File: src/rtl/seg_msg_if.sv
// Bus between the glyph sequencer and its surroundings: control levels in,
// ROM address out / glyph in, display bus and status out.
//   start/stop/step/loop_en/blank_en/dwell : control levels into the sequencer
//   rom_addr / rom_data                    : external combinational glyph ROM
//   seg_out / busy / done                  : display bus and status
interface seg_msg_if #(
  parameter int unsigned ADDR_W  = 4,
  parameter int unsigned DWELL_W = 8
);
  logic               start;
  logic               stop;
  logic               step;
  logic               loop_en;
  logic               blank_en;
  logic [DWELL_W-1:0] dwell;
  logic [ADDR_W-1:0]  rom_addr;
  logic [7:0]         rom_data;
  logic [7:0]         seg_out;
  logic               busy;
  logic               done;

  // Controller / ROM side
  modport master (
    output start, stop, step, loop_en, blank_en, dwell, rom_data,
    input  rom_addr, seg_out, busy, done
  );

  // Sequencer side
  modport slave (
    input  start, stop, step, loop_en, blank_en, dwell, rom_data,
    output rom_addr, seg_out, busy, done
  );
endinterface

File: src/rtl/seg_msg_sequencer.sv
// Walks a 7-segment glyph ROM onto the display bus with per-glyph dwell,
// optional blank gap, and run/stop/step/one-shot control.
//   clk, rst_n : clock, asynchronous active-low reset
//   bus        : seg_msg_if slave (controls, ROM address/data, seg_out, busy, done)
module seg_msg_sequencer #(
  parameter int unsigned MSG_LEN = 14,
  parameter int unsigned ADDR_W  = 4,
  parameter int unsigned DWELL_W = 8
) (
  input  logic     clk,
  input  logic     rst_n,
  seg_msg_if.slave bus
);

  localparam logic [ADDR_W-1:0] LAST_ADDR = ADDR_W'(MSG_LEN - 1);

  typedef enum logic [2:0] {
    S_IDLE,
    S_LOAD,
    S_SHOW,
    S_GAP,
    S_HOLD,
    S_HLOAD
  } state_t;

  state_t             state;
  logic [ADDR_W-1:0]  addr;
  logic [DWELL_W-1:0] cnt;
  logic [7:0]         seg;
  logic               done_q;
  logic [ADDR_W-1:0]  addr_next;

  // Message address always wraps; loop_en only decides whether SHOW exits to IDLE
  assign addr_next = (addr == LAST_ADDR) ? '0 : addr + ADDR_W'(1);

  // Sequencer FSM; stop has priority over every transition out of the active states
  always_ff @(posedge clk or negedge rst_n) begin
    if (!rst_n) begin
      state  <= S_IDLE;
      addr   <= '0;
      cnt    <= '0;
      seg    <= '0;
      done_q <= 1'b0;
    end else begin
      done_q <= 1'b0;
      case (state)
        S_IDLE: begin
          if (bus.start && !bus.stop) state <= S_LOAD;
        end
        S_LOAD: begin
          // stop here freezes the previous glyph on the bus
          if (bus.stop) begin
            state <= S_HOLD;
          end else begin
            seg   <= bus.rom_data;
            cnt   <= bus.dwell;
            state <= S_SHOW;
          end
        end
        S_SHOW: begin
          if (bus.stop) begin
            state <= S_HOLD;
          end else if (cnt != '0) begin
            cnt <= cnt - DWELL_W'(1);
          end else if ((addr == LAST_ADDR) && !bus.loop_en) begin
            state  <= S_IDLE;
            addr   <= '0;
            seg    <= '0;
            done_q <= 1'b1;
          end else if (bus.blank_en) begin
            state <= S_GAP;
            addr  <= addr_next;
            seg   <= '0;
            cnt   <= bus.dwell;
          end else begin
            // previous glyph stays visible through the LOAD cycle
            state <= S_LOAD;
            addr  <= addr_next;
          end
        end
        S_GAP: begin
          if (bus.stop) begin
            state <= S_HOLD;
          end else if (cnt != '0) begin
            cnt <= cnt - DWELL_W'(1);
          end else begin
            state <= S_LOAD;
          end
        end
        S_HOLD: begin
          if (!bus.stop) begin
            if (bus.start) begin
              state <= S_LOAD;
            end else if (bus.step) begin
              addr  <= addr_next;
              state <= S_HLOAD;
            end
          end
        end
        S_HLOAD: begin
          seg   <= bus.rom_data;
          state <= S_HOLD;
        end
        default: state <= S_IDLE;
      endcase
    end
  end

  assign bus.rom_addr = addr;
  assign bus.seg_out  = seg;
  assign bus.done     = done_q;
  assign bus.busy     = (state != S_IDLE);

endmodule

File: src/flat_wrapper.sv
// flat-port wrapper written by rule: the top's interface ports become plain ports
module seg_msg_sequencer_flat 
#(
  parameter int unsigned MSG_LEN = 14,
  parameter int unsigned ADDR_W  = 4,
  parameter int unsigned DWELL_W = 8
)
  (clk, rst_n, bus_start, bus_stop, bus_step, bus_loop_en, bus_blank_en, bus_dwell, bus_rom_data, bus_rom_addr, bus_seg_out, bus_busy, bus_done);
  seg_msg_if #(.ADDR_W(ADDR_W), .DWELL_W(DWELL_W)) bus_i ();
  input  logic clk;
  input  logic rst_n;
  input wire logic [$bits(bus_i.start)-1:0] bus_start;
  input wire logic [$bits(bus_i.stop)-1:0] bus_stop;
  input wire logic [$bits(bus_i.step)-1:0] bus_step;
  input wire logic [$bits(bus_i.loop_en)-1:0] bus_loop_en;
  input wire logic [$bits(bus_i.blank_en)-1:0] bus_blank_en;
  input wire logic [$bits(bus_i.dwell)-1:0] bus_dwell;
  input wire logic [$bits(bus_i.rom_data)-1:0] bus_rom_data;
  output wire logic [$bits(bus_i.rom_addr)-1:0] bus_rom_addr;
  output wire logic [$bits(bus_i.seg_out)-1:0] bus_seg_out;
  output wire logic [$bits(bus_i.busy)-1:0] bus_busy;
  output wire logic [$bits(bus_i.done)-1:0] bus_done;
  assign bus_i.start = bus_start;
  assign bus_i.stop = bus_stop;
  assign bus_i.step = bus_step;
  assign bus_i.loop_en = bus_loop_en;
  assign bus_i.blank_en = bus_blank_en;
  assign bus_i.dwell = bus_dwell;
  assign bus_i.rom_data = bus_rom_data;
  assign bus_rom_addr = bus_i.rom_addr;
  assign bus_seg_out = bus_i.seg_out;
  assign bus_busy = bus_i.busy;
  assign bus_done = bus_i.done;
  seg_msg_sequencer #(.MSG_LEN(MSG_LEN), .ADDR_W(ADDR_W), .DWELL_W(DWELL_W)) u_core (.clk(clk), .rst_n(rst_n), .bus(bus_i));
endmodule
File: config.mk
export PLATFORM = sky130hd
export DESIGN_NAME = seg_msg_sequencer_flat
export DESIGN_NICKNAME = d
export VERILOG_FILES = /design/src/rtl/seg_msg_if.sv /design/src/rtl/seg_msg_sequencer.sv /design/src/flat_wrapper.sv
export SDC_FILE = /design/constraint.sdc
export NUM_CORES = 1
export LEC_CHECK = 0
export CAP_MARGIN = 25
export CORE_MARGIN = 1.5
export CORE_UTILIZATION = 51
export DETAILED_ROUTE_END_ITERATION = 7
export GPL_ROUTABILITY_DRIVEN = 0
export PLACE_DENSITY = 0.9
export RECOVER_POWER = 100
export REMOVE_ABC_BUFFERS = 1
export SYNTH_ARGS = -nofsm -noshare
export SYNTH_HDL_FRONTEND = slang
export SYNTH_SLANG_ARGS = --single-unit
File: constraint.sdc
create_clock -name clk -period 5.4 [get_ports clk]
set_clock_uncertainty 0.1 [all_clocks]
set_input_delay 1.08 -clock clk [delete_from_list [all_inputs] [get_ports clk]]
set_output_delay 1.08 -clock clk [all_outputs]
set_load 0.005 [all_outputs]
==> results.toml, run 1 <==
[power]
p_clk_share_pct = 17.4
seq_power_share_pct = 44.6
power.ir.vdd_worst_mv = 0.289
power_share_of_the_combinational_group_pct = 38.0
cellInternalPower_uw = 498
power_switching_uw = 272
power.switching_fraction_pct = 35.3
power.density_cell_area_nw_per_um2 = 449
static-leakage-power_uw = 0.000749

[die]
dieArea_um2 = 2940
core_region_area_um2 = 2480
start_util_pct = 54.0
row_count = 18
chipWidth_um = 54.2
num_ports = 37
die_h_um = 54.2

[global_route]
globalRouteTotalUtil_pct = 22.0
antenna_found_initial = 0
grt-ovfl-total = 0
grt_start_max_net_pins = 25
grt_first_pass_wirelength_um = 4680
number_of_global_route_vias_before_repair = 1080

[clock_network]
cts-buffers-inserted = 3
cts_root_buffer = "sky130_fd_sc_hd__clkbuf_4"
clock_tree_from_tritoncts = "done"
holdBufCountCts = 0
cts.repair.resized = 0
path_clk_slew_ns = 0.14
clk_latency_ns = 0.32
postCtsSetupBuffers = 0
cts_sinks = 24
cts_buffer_depth = 2
htree_num_levels = 1

[run_status]
outcome = "finished, violations left"
violations_in_the_final_reports = "max-capacitance violations, max-slew violations"

[final_layout]
postLayoutCoreUtil_pct = 69.2
num-nets-final = 194
layout.filler_cells = 198
diodes = 0
synthToLayoutAreaGrowth_pct = 28.1
post_route_cells_drive_above_1_share_pct = 6.51
layoutNonFillerInstCount = 199

[worst_setup_path]
cpMaxStageDelayCell = "sky130_fd_sc_hd__o41ai_1"
critPathMaxStageDelay_ns = 1.93
cp-end-kind = "flip-flop"
arrival_ns = 3.89
critPathMostFrequentCell = "sky130_fd_sc_hd__o21ai_0"
required_ns = 5.44
timing_worst_setup_path_type = "flip-flop to flip-flop"
largest_driver_fanout_on_the_critical_path = 17
path_cells = "or4_4 -> o41ai_1 -> nor2_1 -> o21ai_0 -> o21ai_0"
critPathLaunchType = "flip-flop"
worst_r2r_path_depth = 5

[sta]
setup_violations = 0
grt_setup_unrepaired = "false"
final_critical_path_setup_slack_ns = 1.56
timing_worst_slew_pin_value_ns = 2.40
maxSlewHeadroom_pct = -61.8
post-route-min-period_ns = 3.84
finalHoldViolCount = 0
period_share_pct = 71.2
fmax_ghz = 0.260
fin_setup_tns_ns = 0
slew_violations = 19

[detailed_routing]
detail-route-antenna-nets = 0
detail_route.drc_violations = 0
drt-wirelength-per-cell_um = 15.2
wl_um = 3030
vias = 1185
first_pass_iteration_count_of_the_detailed_router = 4
route.detailed.vias_per_inst = 5.95
detailedRoute.firstIterationViolations = 45

[yosys]
synth_sequential_area_ratio_pct = 44.9
synth-async-reset-ratio_pct = 100
synth_cell_type_count = 44
synth-edff-count = 0
yosys_warnings = 0
synth_area_per_cell_um2 = 9.99
yosys_register_bits = 24
syn_area_um2 = 1340
commonest_register_cell_after_synthesis = "sky130_fd_sc_hd__dfrtp_1"
synthCells = 134

[placement]
placed_cells = 194
io_buffer_count = 36
detailedPlacementHpwl_um = 2120
post-place-ws_ns = 1.85

[job]
drv.max_cap_violation_count = 2

[min_path]
worst_hold_path.num_cells = 1
hold_path.class = "flip-flop to flip-flop"
[per-stage QoR]
stage | hold WS [ns] | instance area, um^2 | power (uW)
6_report | 0.409 | 1720 | 770
5_1_grt | 0.436 | 1720 | 821
4_1_cts | 0.421 | 1760 | 804
3_5_place_dp | 0.387 | 1700 | 668
3_3_place_gp | 0.385 | 1700 | 649
2_1_floorplan | 0.390 | 1310 | 504
[logic make-up (layout without fill, tap and decap cells)]
family	count (synthesis)	count (layout)	share of synthesized area (%)
compound gates	46	46	27.6
xor+xnor	1	1	0.654
fa+ha+maj	1	1	0.934
buf+inv	13	48	4.49
flops	24	24	44.9
mux	2	2	1.96
simple gates	47	47	19.5
[worst max-delay path, delay by kind of cell, from the launching register on]
| kind | cells | cell delay [ns] |
|---|---|---|
| AO/OA/AOI/OAI | 3 | 2.37 |
| flip-flops | 1 | 0.49 |
| AND/OR/NAND/NOR | 2 | 0.71 |
[sequential cells by signal, indices dropped and copies added, names as in the netlist]
register / count
u_core.bus.rom_addr: 4
u_core.state: 3
u_core.bus.seg_out: 8
u_core.cnt: 8
u_core.bus.done: 1
[cells in the mapped netlist, drive strengths merged (2+ instances only)]
library cell / number / share of area, %
nand2: 6 / 1.7
a211oi: 3 / 2.4
o22a: 2 / 1.3
dfrtp: 24 / 45
o41ai: 3 / 3.9
a21oi: 9 / 3.9
nor3b: 3 / 1.7
inv: 7 / 2.0
clkbuf: 4 / 1.1
buf: 2 / 1.4
o21ai: 13 / 5.7
nor4: 2 / 0.93
nor2: 14 / 3.9
nor2b: 3 / 1.4
nand2b: 3 / 1.4
a21o: 2 / 1.1
or3: 3 / 1.4
nor3: 5 / 1.9
a22o: 8 / 5.2
mux2: 2 / 2.0
[power by group through the flow]
| stage | sequential (uW) | clock, uW | combinational (uW) |
|---|---|---|---|
| after floorplan | 333 | 0 | 171 |
| after detailed placement | 347 | 0 | 320 |
| final | 343 | 134 | 293 |
| after global routing | 356 | 142 | 323 |
| after CTS | 345 | 136 | 323 |
| after global placement | 341 | 0 | 308 |
[cells in the final DEF, fill, tap and decap left out, drive strengths merged]
master         Yosys  layout
a211oi             3       3
a21bo              1       1
a21boi             1       1
a21o               2       2
a21oi              9       9
a22o               8       8
a31oi              1       1
a32oi              1       1
and2               1       1
and4b              1       1
bufinv             0       1
clkbuf             4       4
clkdlybuf4s50      0      19
dfrtp             24      24
dlygate4sd3        0      17
ha                 1       1
inv                7       7
mux2               2       2
nand2              6       6
nand2b             3       3
nand3              1       1
nand3b             1       1
nand4              1       1
nor2              14      14
nor2b              3       3
nor3               5       5
nor3b              3       3
nor4               2       2
nor4bb             1       1
o21ai             13      13
o22a               2       2
o31a               1       1
o41a               1       1
o41ai              3       3
or3                3       3
or4                1       1
or4b               1       1
xor2               1       1
[path summary, 6_finish.rpt]
kind | slack, ns | end | start
min | 0.41 | u_core.bus.seg_out[3] | u_core.bus.seg_out[3]
max reg2reg | 1.56 | u_core.cnt[3] | u_core.cnt[3]
min in group asynchronous | 1.09 | u_core.bus.seg_out[4] | rst_n
min reg2reg | 0.41 | u_core.bus.seg_out[3] | u_core.bus.seg_out[3]
max | 1.56 | u_core.cnt[3] | u_core.cnt[3]
max in group asynchronous | 3.18 | u_core.bus.seg_out[1] | rst_n
[area by class of cell]
| class | instances | area [um^2] | area share [%] |
|---|---|---|---|
| multi-input cells | 97 | 634 | 37.0 |
| flip-flops and latches | 24 | 601 | 35.0 |
| repair buffers | 37 | 364 | 21.2 |
| well taps | 30 | 37.5 | 2.19 |
| clock inverters | 1 | 30.0 | 1.75 |
| inverters | 7 | 26.3 | 1.53 |
| clock buffers | 3 | 22.5 | 1.31 |
[per-layer routing]
layer | vias to the layer above | track usage (%) | wire length (um)
met5 | - | 0 | 0
met4 | 0 | 7.50 | 19
met3 | 2 | 3.01 | 190
met2 | 46 | 37.8 | 1550
met1 | 573 | 28.3 | 1270
li1 | 564 | - | -
Note: power is estimated with default switching activity, not from simulation.
==> inputs of run 2 (changes only) <==
CORE_UTILIZATION = 47   (was 51)
PLACE_DENSITY = 0.84   (was 0.9)
clock period = 3.96 ns   (was 5.4 ns; I/O delays follow)
==> run 2 against run 1 <==
Compared with the run above:
- power rose by 29%
- sequential share of layout area rose by 0.31 points
- critical path depth did not move
- the flow now finishes without violations
- flip-flop and latch count did not move
- first-iteration DRC count fell by 31%
- core utilization fell by 7.0 points
- clock power barely moved
==> results.toml, run 2 (synthesis results as in run 1) <==
[run_status]
outcome = "completed"

[sta]
slew_violations = 0
setup_violations = 0
fin_setup_tns_ns = 0
grt_setup_unrepaired = "false"
post-route-min-period_ns = 3.23
finalHoldViolCount = 0
timing_worst_slew_pin_value_ns = 1.39
maxSlewHeadroom_pct = 6.20
period_share_pct = 81.7
fmax_ghz = 0.309

[worst_setup_path]
worstSetupStartpoint = "bus_stop"
worst_r2r_startpoint = "u_core.cnt[3]"
worst_r2r_path_depth = 5
cp-end-kind = "flip-flop"
required_ns = 4.08
largest_driver_fanout_on_the_critical_path = 9
arrival_ns = 3.36
critPathLaunchType = "primary input"
timing_worst_setup_path_type = "primary input to flip-flop"

[global_route]
grt-ovfl-total = 0
number_of_global_route_vias_before_repair = 1183
globalRouteTotalUtil_pct = 21.0
grt_first_pass_wirelength_um = 5350
grt_start_max_net_pins = 25
antenna_found_initial = 0

[min_path]
hold_path.startpoint = "u_core.bus.seg_out[6]"
hold_path.class = "flip-flop to flip-flop"
worst_hold_path.num_cells = 1

[die]
die_h_um = 56.4
row_count = 19
dieArea_um2 = 3180
num_ports = 37
chipWidth_um = 56.4
core_region_area_um2 = 2730
start_util_pct = 49.0

[detailed_routing]
detail_route.drc_violations = 0
drt-wirelength-per-cell_um = 15.2
route.detailed.vias_per_inst = 5.90
wl_um = 3040
first_pass_iteration_count_of_the_detailed_router = 4
detail-route-antenna-nets = 0
detailedRoute.firstIterationViolations = 31
vias = 1180

[clock_network]
cts.repair.resized = 0
path_clk_slew_ns = 0.13
cts_buffer_depth = 2
cts-buffers-inserted = 3
cts_root_buffer = "sky130_fd_sc_hd__clkbuf_4"
htree_num_levels = 1
cts_sinks = 24
holdBufCountCts = 0
clock_tree_from_tritoncts = "done"
clk_latency_ns = 0.32
postCtsSetupBuffers = 0

[placement]
io_buffer_count = 36
placed_cells = 195
detailedPlacementHpwl_um = 2190

[job]
drv.max_cap_violation_count = 0

[final_layout]
mostFrequentLayoutCells = "sky130_fd_sc_hd__dfrtp_1, sky130_fd_sc_hd__clkdlybuf4s50_1, sky130_fd_sc_hd__dlygate4sd3_1"
diodes = 0
num-nets-final = 194
multi_input_comb_area_um2 = 634
layout.filler_cells = 229
seq_area_um2 = 601
layoutNonFillerInstCount = 200
post_route_cells_drive_above_1_share_pct = 5.92
synthToLayoutAreaGrowth_pct = 27.0
most_common_cell_after_layout_fill_and_taps_aside = "sky130_fd_sc_hd__dfrtp_1"

[power]
static-leakage-power_uw = 0.000740
power.density_cell_area_nw_per_um2 = 583
power.ir.vdd_worst_mv = 0.361
p_total_uw = 992
run 2: cell type report:
type | instances | area share, %
multi-input cells | 97 | 37.3
well taps | 31 | 2.28
clock buffers | 4 | 2.13
flip-flops and latches | 24 | 35.3
repair buffers | 37 | 21.4
inverters | 7 | 1.55
run 2: final timing paths:
check                                         end  slack (ns)
max                         u_core.bus.seg_out[2]        0.73
min                         u_core.bus.seg_out[6]        0.42
max reg2reg                         u_core.cnt[1]        0.91
min reg2reg                 u_core.bus.seg_out[6]        0.42
max in group asynchronous  u_core.bus.rom_addr[3]        1.93
min in group asynchronous           u_core.cnt[0]        0.73
run 2: layer usage:
| metal | track usage [%] | vias up | share of wire [%] |
|---|---|---|---|
| li1 | - | 568 | - |
| met1 | 28.0 | 575 | 46 |
| met2 | 33.9 | 30 | 49 |
| met3 | 2.30 | 7 | 3.1 |
| met4 | 10.5 | 0 | 2.0 |
| met5 | 0 | - | 0 |
run 2: metrics by stage:
stage                     cell area (um^2)  hold WS (ns)  utilization (%)  worst slack (ns)
after global placement                1700         0.389             62.3             0.880
final                                 1700         0.416             62.2             0.725
after global routing                  1700         0.438             62.2             0.559
after floorplan                       1310         0.390                -              1.65
after CTS                             1740         0.421             63.7              1.01
after detailed placement              1700         0.385             62.3             0.613
run 2: report_power, final:
| group | switching (uW) | leakage, uW | internal (uW) |
|---|---|---|---|
| Combinational | 171 | 0.000422 | 222 |
| Sequential | 116 | 0.000296 | 350 |
| Clock | 76.1 | 0.0000210 | 56.3 |
| Total | 363 | 0.000740 | 628 |
run 2: critical path, stage by stage:
cell and delay [ns]:
sky130_fd_sc_hd__dlygate4sd3_1 0.67, sky130_fd_sc_hd__nor2b_1 0.19, sky130_fd_sc_hd__nor3b_1 0.79, sky130_fd_sc_hd__o21ai_0 0.58, sky130_fd_sc_hd__a22o_1 0.34
